### src/rtl/flash_writer.sv
// SPI NOR flash page writer for a DFU download stream.
// Erases 4 KiB sectors on entry, programs 256-byte pages, polls WIP.
module flash_writer #(
  parameter logic [23:0] START_ADDR = 24'h020000,
  parameter logic [23:0] END_ADDR   = 24'h100000,
  parameter int unsigned POLL_LIMIT = 200000
) (
  input  logic       clk_i,
  input  logic       rst_i,
  input  logic       start_i,
  input  logic       out_en_i,
  input  logic [7:0] out_data_i,
  input  logic       out_valid_i,
  output logic       out_ready_o,
  input  logic       clear_status_i,
  output logic       busy_o,
  output logic [3:0] status_o,
  output logic       sck_o,
  output logic       csn_o,
  output logic       mosi_o,
  input  logic       miso_i
);

  localparam int PW = $clog2(POLL_LIMIT + 1);

  typedef enum logic [3:0] {
    S_IDLE,
    S_WREN,
    S_ERASE,
    S_POLL_E,
    S_WREN_P,
    S_PROG_HDR,
    S_PROG_DATA,
    S_POLL_P,
    S_DISCARD
  } state_e;

  state_e        state_q;
  logic [2:0]    idx_q;
  logic [1:0]    hold_q;
  logic          csn_q;
  logic [23:0]   addr_q;
  logic [3:0]    status_q;
  logic [PW-1:0] poll_q;
  logic          page_end_q;

  logic          spi_busy_q;
  logic [3:0]    spi_cnt_q;
  logic [6:0]    spi_tx_q;
  logic          spi_rx_q;
  logic          sck_q;
  logic          mosi_q;

  logic          can_act;
  logic          spi_go;
  logic [7:0]    spi_byte;
  logic [7:0]    hdr_byte;
  logic          poll_over;

  assign poll_over   = (poll_q == PW'(POLL_LIMIT - 1));
  assign busy_o      = (state_q != S_IDLE);
  assign status_o    = status_q;
  assign csn_o       = csn_q;
  assign sck_o       = sck_q;
  assign mosi_o      = mosi_q;
  assign out_ready_o = (state_q == S_DISCARD) ||
                       ((state_q == S_PROG_DATA) &&
                        !spi_busy_q && !page_end_q);

  always_comb begin
    can_act  = (hold_q == 2'd0) && !spi_busy_q;
    spi_go   = 1'b0;
    spi_byte = 8'h00;
    hdr_byte = 8'h00;
    case (idx_q)
      3'd0:    hdr_byte = (state_q == S_ERASE) ? 8'h20 : 8'h02;
      3'd1:    hdr_byte = addr_q[23:16];
      3'd2:    hdr_byte = addr_q[15:8];
      3'd3:    hdr_byte = addr_q[7:0];
      default: hdr_byte = 8'h00;
    endcase
    unique case (state_q)
      S_WREN, S_WREN_P: begin
        if (can_act && idx_q == 3'd0) begin
          spi_go   = 1'b1;
          spi_byte = 8'h06;
        end
      end
      S_ERASE, S_PROG_HDR: begin
        if (can_act && idx_q != 3'd4) begin
          spi_go   = 1'b1;
          spi_byte = hdr_byte;
        end
      end
      S_POLL_E, S_POLL_P: begin
        // Index 2 means a status byte has just been read.
        if (can_act) begin
          if (idx_q == 3'd0) begin
            spi_go   = 1'b1;
            spi_byte = 8'h05;
          end else if (idx_q == 3'd1 ||
                       (spi_rx_q && !poll_over)) begin
            spi_go   = 1'b1;
            spi_byte = 8'h00;
          end
        end
      end
      S_PROG_DATA: begin
        if (!spi_busy_q && !page_end_q && out_valid_i) begin
          spi_go   = 1'b1;
          spi_byte = out_data_i;
        end
      end
      default: begin
        spi_go = 1'b0;
      end
    endcase
  end

  // Mode-0 shifter: even counts raise SCK and sample, odd counts drop it.
  always_ff @(posedge clk_i) begin
    if (rst_i) begin
      spi_busy_q <= 1'b0;
      spi_cnt_q  <= 4'd0;
      spi_tx_q   <= 7'd0;
      spi_rx_q   <= 1'b0;
      sck_q      <= 1'b0;
      mosi_q     <= 1'b0;
    end else if (spi_go) begin
      spi_busy_q <= 1'b1;
      spi_cnt_q  <= 4'd0;
      spi_tx_q   <= spi_byte[6:0];
      mosi_q     <= spi_byte[7];
      sck_q      <= 1'b0;
    end else if (spi_busy_q) begin
      spi_cnt_q <= spi_cnt_q + 4'd1;
      if (!spi_cnt_q[0]) begin
        sck_q    <= 1'b1;
        spi_rx_q <= miso_i;
      end else begin
        sck_q    <= 1'b0;
        spi_tx_q <= {spi_tx_q[5:0], 1'b0};
        if (spi_cnt_q == 4'd15) begin
          mosi_q     <= 1'b0;
          spi_busy_q <= 1'b0;
        end else begin
          mosi_q <= spi_tx_q[6];
        end
      end
    end
  end

  always_ff @(posedge clk_i) begin
    if (rst_i) begin
      state_q    <= S_IDLE;
      idx_q      <= 3'd0;
      hold_q     <= 2'd0;
      csn_q      <= 1'b1;
      addr_q     <= START_ADDR;
      status_q   <= 4'h0;
      poll_q     <= '0;
      page_end_q <= 1'b0;
    end else begin
      if (hold_q != 2'd0) hold_q <= hold_q - 2'd1;
      if (spi_go) csn_q <= 1'b0;
      unique case (state_q)
        S_IDLE: begin
          if (start_i) begin
            addr_q <= START_ADDR;
          end else if (clear_status_i) begin
            status_q <= 4'h0;
          end else if (out_valid_i && out_en_i) begin
            hold_q <= 2'd2;
            idx_q  <= 3'd0;
            if (status_q != 4'h0) begin
              state_q <= S_DISCARD;
            end else if (addr_q >= END_ADDR) begin
              state_q  <= S_DISCARD;
              status_q <= 4'h8;
            end else if (addr_q[11:0] == 12'h000) begin
              state_q <= S_WREN;
            end else begin
              state_q <= S_WREN_P;
            end
          end
        end
        S_WREN, S_WREN_P: begin
          if (can_act) begin
            if (idx_q == 3'd0) begin
              idx_q <= 3'd1;
            end else begin
              csn_q   <= 1'b1;
              hold_q  <= 2'd2;
              idx_q   <= 3'd0;
              state_q <= (state_q == S_WREN) ? S_ERASE
                                             : S_PROG_HDR;
            end
          end
        end
        S_ERASE: begin
          if (can_act) begin
            if (idx_q != 3'd4) begin
              idx_q <= idx_q + 3'd1;
            end else begin
              csn_q   <= 1'b1;
              hold_q  <= 2'd2;
              idx_q   <= 3'd0;
              state_q <= S_POLL_E;
            end
          end
        end
        S_PROG_HDR: begin
          if (can_act) begin
            if (idx_q != 3'd4) begin
              idx_q <= idx_q + 3'd1;
            end else begin
              idx_q      <= 3'd0;
              page_end_q <= 1'b0;
              state_q    <= S_PROG_DATA;
            end
          end
        end
        S_POLL_E, S_POLL_P: begin
          if (can_act) begin
            if (idx_q != 3'd2) begin
              idx_q <= idx_q + 3'd1;
            end else if (!spi_rx_q) begin
              csn_q   <= 1'b1;
              hold_q  <= 2'd2;
              idx_q   <= 3'd0;
              poll_q  <= '0;
              state_q <= (state_q == S_POLL_E) ? S_WREN_P
                                               : S_IDLE;
            end else if (poll_over) begin
              csn_q    <= 1'b1;
              hold_q   <= 2'd2;
              idx_q    <= 3'd0;
              poll_q   <= '0;
              status_q <= (state_q == S_POLL_E) ? 4'h4 : 4'h3;
              state_q  <= S_IDLE;
            end else begin
              poll_q <= poll_q + PW'(1);
            end
          end
        end
        S_PROG_DATA: begin
          if (!spi_busy_q) begin
            if (page_end_q || (!out_valid_i && !out_en_i)) begin
              csn_q      <= 1'b1;
              hold_q     <= 2'd2;
              idx_q      <= 3'd0;
              page_end_q <= 1'b0;
              state_q    <= S_POLL_P;
            end else if (out_valid_i) begin
              addr_q     <= addr_q + 24'd1;
              page_end_q <= (addr_q[7:0] == 8'hFF);
            end
          end
        end
        S_DISCARD: begin
          if (!out_en_i) state_q <= S_IDLE;
        end
        default: begin
          state_q <= S_IDLE;
        end
      endcase
    end
  end

endmodule

### config.mk
export PLATFORM = sky130hd
export DESIGN_NAME = flash_writer
export DESIGN_NICKNAME = d
export VERILOG_FILES = /design/src/rtl/flash_writer.sv
export SDC_FILE = /design/constraint.sdc
export NUM_CORES = 1
export LEC_CHECK = 0
export ABC_AREA = 1
export CAP_MARGIN = 20
export CORE_ASPECT_RATIO = 1.5
export CORE_UTILIZATION = 25
export DETAILED_ROUTE_END_ITERATION = 12
export SYNTH_ARGS = -nofsm -noshare
export SYNTH_HDL_FRONTEND = slang
export SYNTH_SLANG_ARGS = --single-unit
### constraint.sdc
create_clock -name clk_i -period 3.21 [get_ports clk_i]
set_input_delay 0.963 -clock clk_i [delete_from_list [all_inputs] [get_ports clk_i]]
set_output_delay 0.963 -clock clk_i [all_outputs]
set_load 0.02 [all_outputs]
# ---- After elaboration in Yosys (flattened, before gate mapping)
# Cells that the tools add are included.
dict set report totals {
  register_bits 72
  inputBits 15
  output_inout_bits 9
}
dict set report op_classes {
  n_addsub 5
  magnitude_cmp 1
  n_eq_ne 42
  n_mux 114
  bitwise 3
  reduce_logical 43
}
# cell n
set op_table {}
lappend op_table {{4-bit 2-to-1 mux} 27}
lappend op_table {{24-bit 2-to-1 mux} 4}
lappend op_table {{8-bit case mux with 4 select lines} 2}
lappend op_table {{3-bit 2-to-1 mux} 19}
lappend op_table {{24-bit case mux with 2 select lines} 1}
lappend op_table {{18-bit 2-to-1 mux} 2}
lappend op_table {{2-bit != test, second input constant} 18}
lappend op_table {{1-bit 2-to-1 mux} 32}
lappend op_table {{2-bit 2-to-1 mux} 14}
lappend op_table {{4-bit case mux with 7 select lines} 1}
lappend op_table {{24-bit by 1-bit adder with 24-bit output, second input constant} 1}
lappend op_table {{24-bit by 21-bit >= comparator with 1-bit output, second input constant} 1}
lappend op_table {{7-bit 2-to-1 mux} 3}
lappend op_table {{18-bit by 1-bit adder with 18-bit output, second input constant} 1}
lappend op_table {{18-bit equality test, second input constant} 1}
lappend op_table {{4-bit by 3-bit equality test with 1-bit output, second input constant} 4}
lappend op_table {{8-bit 2-to-1 mux} 2}
lappend op_table {{3-bit != test, second input constant} 5}
lappend op_table {{3-bit case mux with 5 select lines} 1}
lappend op_table {{15-bit AND reduction} 1}
lappend op_table {{12-bit zero test} 1}
lappend op_table {{2-bit nonzero test} 6}
lappend op_table {{1-bit logical AND} 10}
lappend op_table {{2-bit case mux with 5 select lines} 1}
lappend op_table {{30 further kinds} 50}

# ---- Logic depth before layout (Yosys ltp)
dict set report logic_depth {
  depth_word 14
  mapped_depth 14
  mapped_depth_nobuf 13
}

# ---- Worst setup path before layout
# No wires, ideal clock.
dict set report synth_timing {
  path_type {register -> output}
  startpoint {register state_q[1]}
  endpoint {output out_ready_o}
  arrival_time_ns 1.268
  slack_ns 0.979
  path_stages_with_launch 6
  path_buffers 1
  path_cell_list {dfxtp_1 > nand2_2 > nor2_4 > buf_1 > nand3_1 > o31ai_1}
}
dict set report synth_via {
  elab_chain_cells 4
  elab_cells_between_ends 5
  cone_classes {eq/ne: 2; reduce/logical: 3}
}
# item line
set synth_rtl {}
lappend synth_rtl {{start: declaration} 38} ;# state_e state_q;
lappend synth_rtl {{start signal: assignment} 195} ;# state_q <= (state_q == S_WREN) ? S_ERASE
lappend synth_rtl {{start signal: assignment} 232} ;# state_q <= (state_q == S_POLL_E) ? S_WREN_P
lappend synth_rtl {{4-bit by 3-bit equality test with 1-bit output} 67} ;# ((state_q == S_PROG_DATA) &&
lappend synth_rtl {{1-bit logical AND} 67}
lappend synth_rtl {{1-bit logical AND} 68} ;# !spi_busy_q && !page_end_q);
lappend synth_rtl {{1-bit logical OR (*)} 66} ;# assign out_ready_o = (state_q == S_DISCARD) ||
lappend synth_rtl {{end: declaration} 14} ;# output logic out_ready_o,
# Mark *: on every way between the ends. The rest lies on a longest branch, timed or not.

# ---- Worst setup path in the final report
dict set report layout_timing {
  startpoint {register state_q[3]}
  endpoint {output out_ready_o}
}
# The elaborated chain is that of the path after synthesis.

==> run metrics <==
RSZ-0062 raised after global routing false; Synth cell types 46; most common flop cell mapped by yosys dfxtp_1; Max transition margin 63.3%; R2R depth 13; sequential share of the synthesized area 31.1%; antenna violations before repair 0; sink of the worst hold path poll_q[17]; Fmax 0.349 GHz; cell leakage power 0.00209 µW; combinational power share 39.3%; total gr overflow 0; WL/cell 14.5 µm; Detail Placement HPWL 10.9 mm; clock sink total 70; Post-synth ARST share 0%; R2R Path Start poll_q[0]; Clock Tree Root clkbuf_16; final wirelength 13.7 mm; Pint 1960 µW; worst-margin pin slew 546 ps; total power 3320 µW; FF+latch count, synth 70; cell area after synthesis 4500 µm²; syn nets 722; clock network power share 28.8%; commonest non-fill, non-tap cell in the layout nand2_1; Max Cap Viol 0; number of synthesized flops with an enable pin 0; worst hold-check path type register to register; layout cell share with drive strength beyond 1 9.80%; die height 166 µm; routed vias 4666; gr usage total 15.2%; # rows 59; Warnings, synthesis 0; die area 18600 µm²; Area Overhead vs Synth 17.4%; hold path start poll_q[17]; Worst-path clk slew 60 ps; Post-Syn Instances 698; reg2reg setup slack 1110 ps; Min-Delay Path Depth 2; Worst Path Max Fanout 6; required time worst endpoint 2250 ps; starting density of the core 25.7%; critical path type register to output pin; min Tclk post-route 2870 ps; GPL Wtd Cong 0.932; vias in the first global route 4592; largest net degree at the start of global routing 17; switching power 1360 µW; switching share of total power 40.9%; Hold Violations, Final 0; CP Capture Type output pin; CP startpoint kind register; Final Slew Violations 0; worst-skew pair later-pin latency 340 ps; CTS Buffer Depth 2; vias per inst 4.92; first-pass GRT wire length 22.1 mm; Port-buffer cells 23; final worst-path cycle share 89.3%; VDD IR max 0.290 mV; failing checks design-rule violations; length of the first detailed-routing pass in iterations 9; Seq pwr share 31.8%; Final nets 754; Post-Syn Area per Cell 6.45 µm²; status complete, but fails checks; total CTS buffers 9; final worst clock skew 8.50 ps; FF-to-FF End spi_cnt_q[0]; htree depth 3; total core area 17500 µm²; DRC 3; Setup TNS 0 ps; io pins 24; drt initial violations 305; TritonCTS clock tree built; Power Density 628 nW/µm²; fillers 1897; most frequent cells in the layout nand2_1 (180), nor2_1 (97), inv_1 (77); antenna cells 0; Data arrival, critical path 1900 ps; final setup violation count 0; Final ANT Viol Nets 0; die width 112 µm
[cell usage after synthesis (2+ instances only)]
| cell | instances | share of area (%) |
|---|---|---|
| buf_2 | 2 | 0.22 |
| o22ai_1 | 6 | 0.83 |
| buf_6 | 2 | 0.50 |
| nand2_1 | 180 | 15 |
| nand2_2 | 11 | 1.5 |
| nor3_1 | 18 | 2.0 |
| a211oi_1 | 6 | 1.0 |
| inv_2 | 8 | 0.67 |
| nand3_2 | 2 | 0.44 |
| nand2_4 | 6 | 1.5 |
| a21oi_1 | 43 | 4.8 |
| nor2_2 | 5 | 0.69 |
| nand3_1 | 49 | 5.4 |
| nor2_4 | 6 | 1.5 |
| nand4_1 | 23 | 3.2 |
| o221ai_1 | 4 | 0.78 |
| and3_1 | 2 | 0.28 |
| inv_1 | 77 | 6.4 |
| a31oi_1 | 5 | 0.69 |
| o21ai_1 | 5 | 0.56 |
| a21oi_4 | 2 | 0.72 |
| clkbuf_1 | 3 | 0.25 |
| nor2_8 | 3 | 1.3 |
| dfxtp_1 | 70 | 31 |
| xor2_1 | 6 | 1.2 |
| o31ai_1 | 2 | 0.33 |
| o21ai_2 | 2 | 0.39 |
| ha_1 | 9 | 2.5 |
| nor2_1 | 97 | 8.1 |
| o21ai_0 | 28 | 3.1 |
[cell families after synthesis]
logic type                 after synthesis  share of synthesized area (%)
adders and majority gates                9                           2.50
buffers and inverters                   96                           8.56
AOI/OAI and AO/OA                      110                           14.8
and+or+nand+nor                        406                           41.7
xor gates and xnor gates                 7                           1.36
DFF                                     70                           31.1
[how the worst max path moves through the flow]
stage / cells after the start / from / slack [ps] / endpoint
after floorplan: 5 / state_q[1] / 980 / out_ready_o
after global placement: 12 / out_valid_i / 410 / addr_q[15]
after detailed placement: 9 / out_valid_i / 320 / state_q[1]
after CTS: 6 / state_q[3] / 70 / out_ready_o
after global routing: 6 / state_q[3] / 250 / out_ready_o
final: 6 / state_q[3] / 340 / out_ready_o
[repair_timing]
item / 4_1_cts / 5_1_grt
setup buffers: 0 / 1
resized for setup: 0 / 0
endpoints found under the setup margin: 0 / 1
hold buffers: 0 / 0
[worst max-delay path, cell delays in order, from the launching register on]
cell and delay, ps:
dfxtp_1 370, inv_2 140, nand2_1 130, nor2_4 130, nand3_1 70, o31ai_1 80, clkdlybuf4s50_1 650
[power groups by stage]
stage | Clock [µW] | Sequential [µW] | Combinational (µW)
2_1_floorplan | 0 | 1070 | 959
3_3_place_gp | 0 | 1070 | 1300
3_5_place_dp | 0 | 1070 | 1300
4_1_cts | 981 | 1050 | 1300
5_1_grt | 1010 | 1070 | 1470
6_report | 957 | 1060 | 1310
[layer usage]
layer | global-route usage [%] | vias up | share of wire, %
li1 | - | 2355 | -
met1 | 14.6 | 2145 | 37
met2 | 28.8 | 113 | 53
met3 | 2.85 | 53 | 3.9
met4 | 10.2 | 0 | 5.9
met5 | 0 | - | 0
[stage by stage]
| step | instance area (µm²) | hold slack (ps) | util (%) | setup slack, ps | instances |
|---|---|---|---|---|---|
| 2_1_floorplan | 4500 | 445 | - | 979 | 698 |
| 3_3_place_gp | 4990 | 456 | 28.5 | 413 | 931 |
| 3_5_place_dp | 4990 | 463 | 28.5 | 318 | 931 |
| 4_1_cts | 5280 | 471 | 30.2 | 68.0 | 947 |
| 5_1_grt | 5290 | 497 | 30.2 | 248 | 948 |
| 6_report | 5290 | 469 | 30.2 | 342 | 948 |
[sequential cells by signal, summed over array words and instances, names as in the netlist, 2 cells and up]
register   count
spi_tx_q       7
addr_q        24
hold_q         2
poll_q        18
state_q        4
status_o       3
spi_cnt_q      4
idx_q          3
[area by class of cell]
type	count	area, µm²	share of cell area (%)
tap	213	267	5.04
multi-input combinational	532	2720	51.4
clock inverter	3	17.5	0.331
sequential	70	1400	26.5
clock buffer	13	270	5.11
timing repair buffer	30	283	5.35
inverter	87	330	6.25
Power figures use the tool's default switching activity.
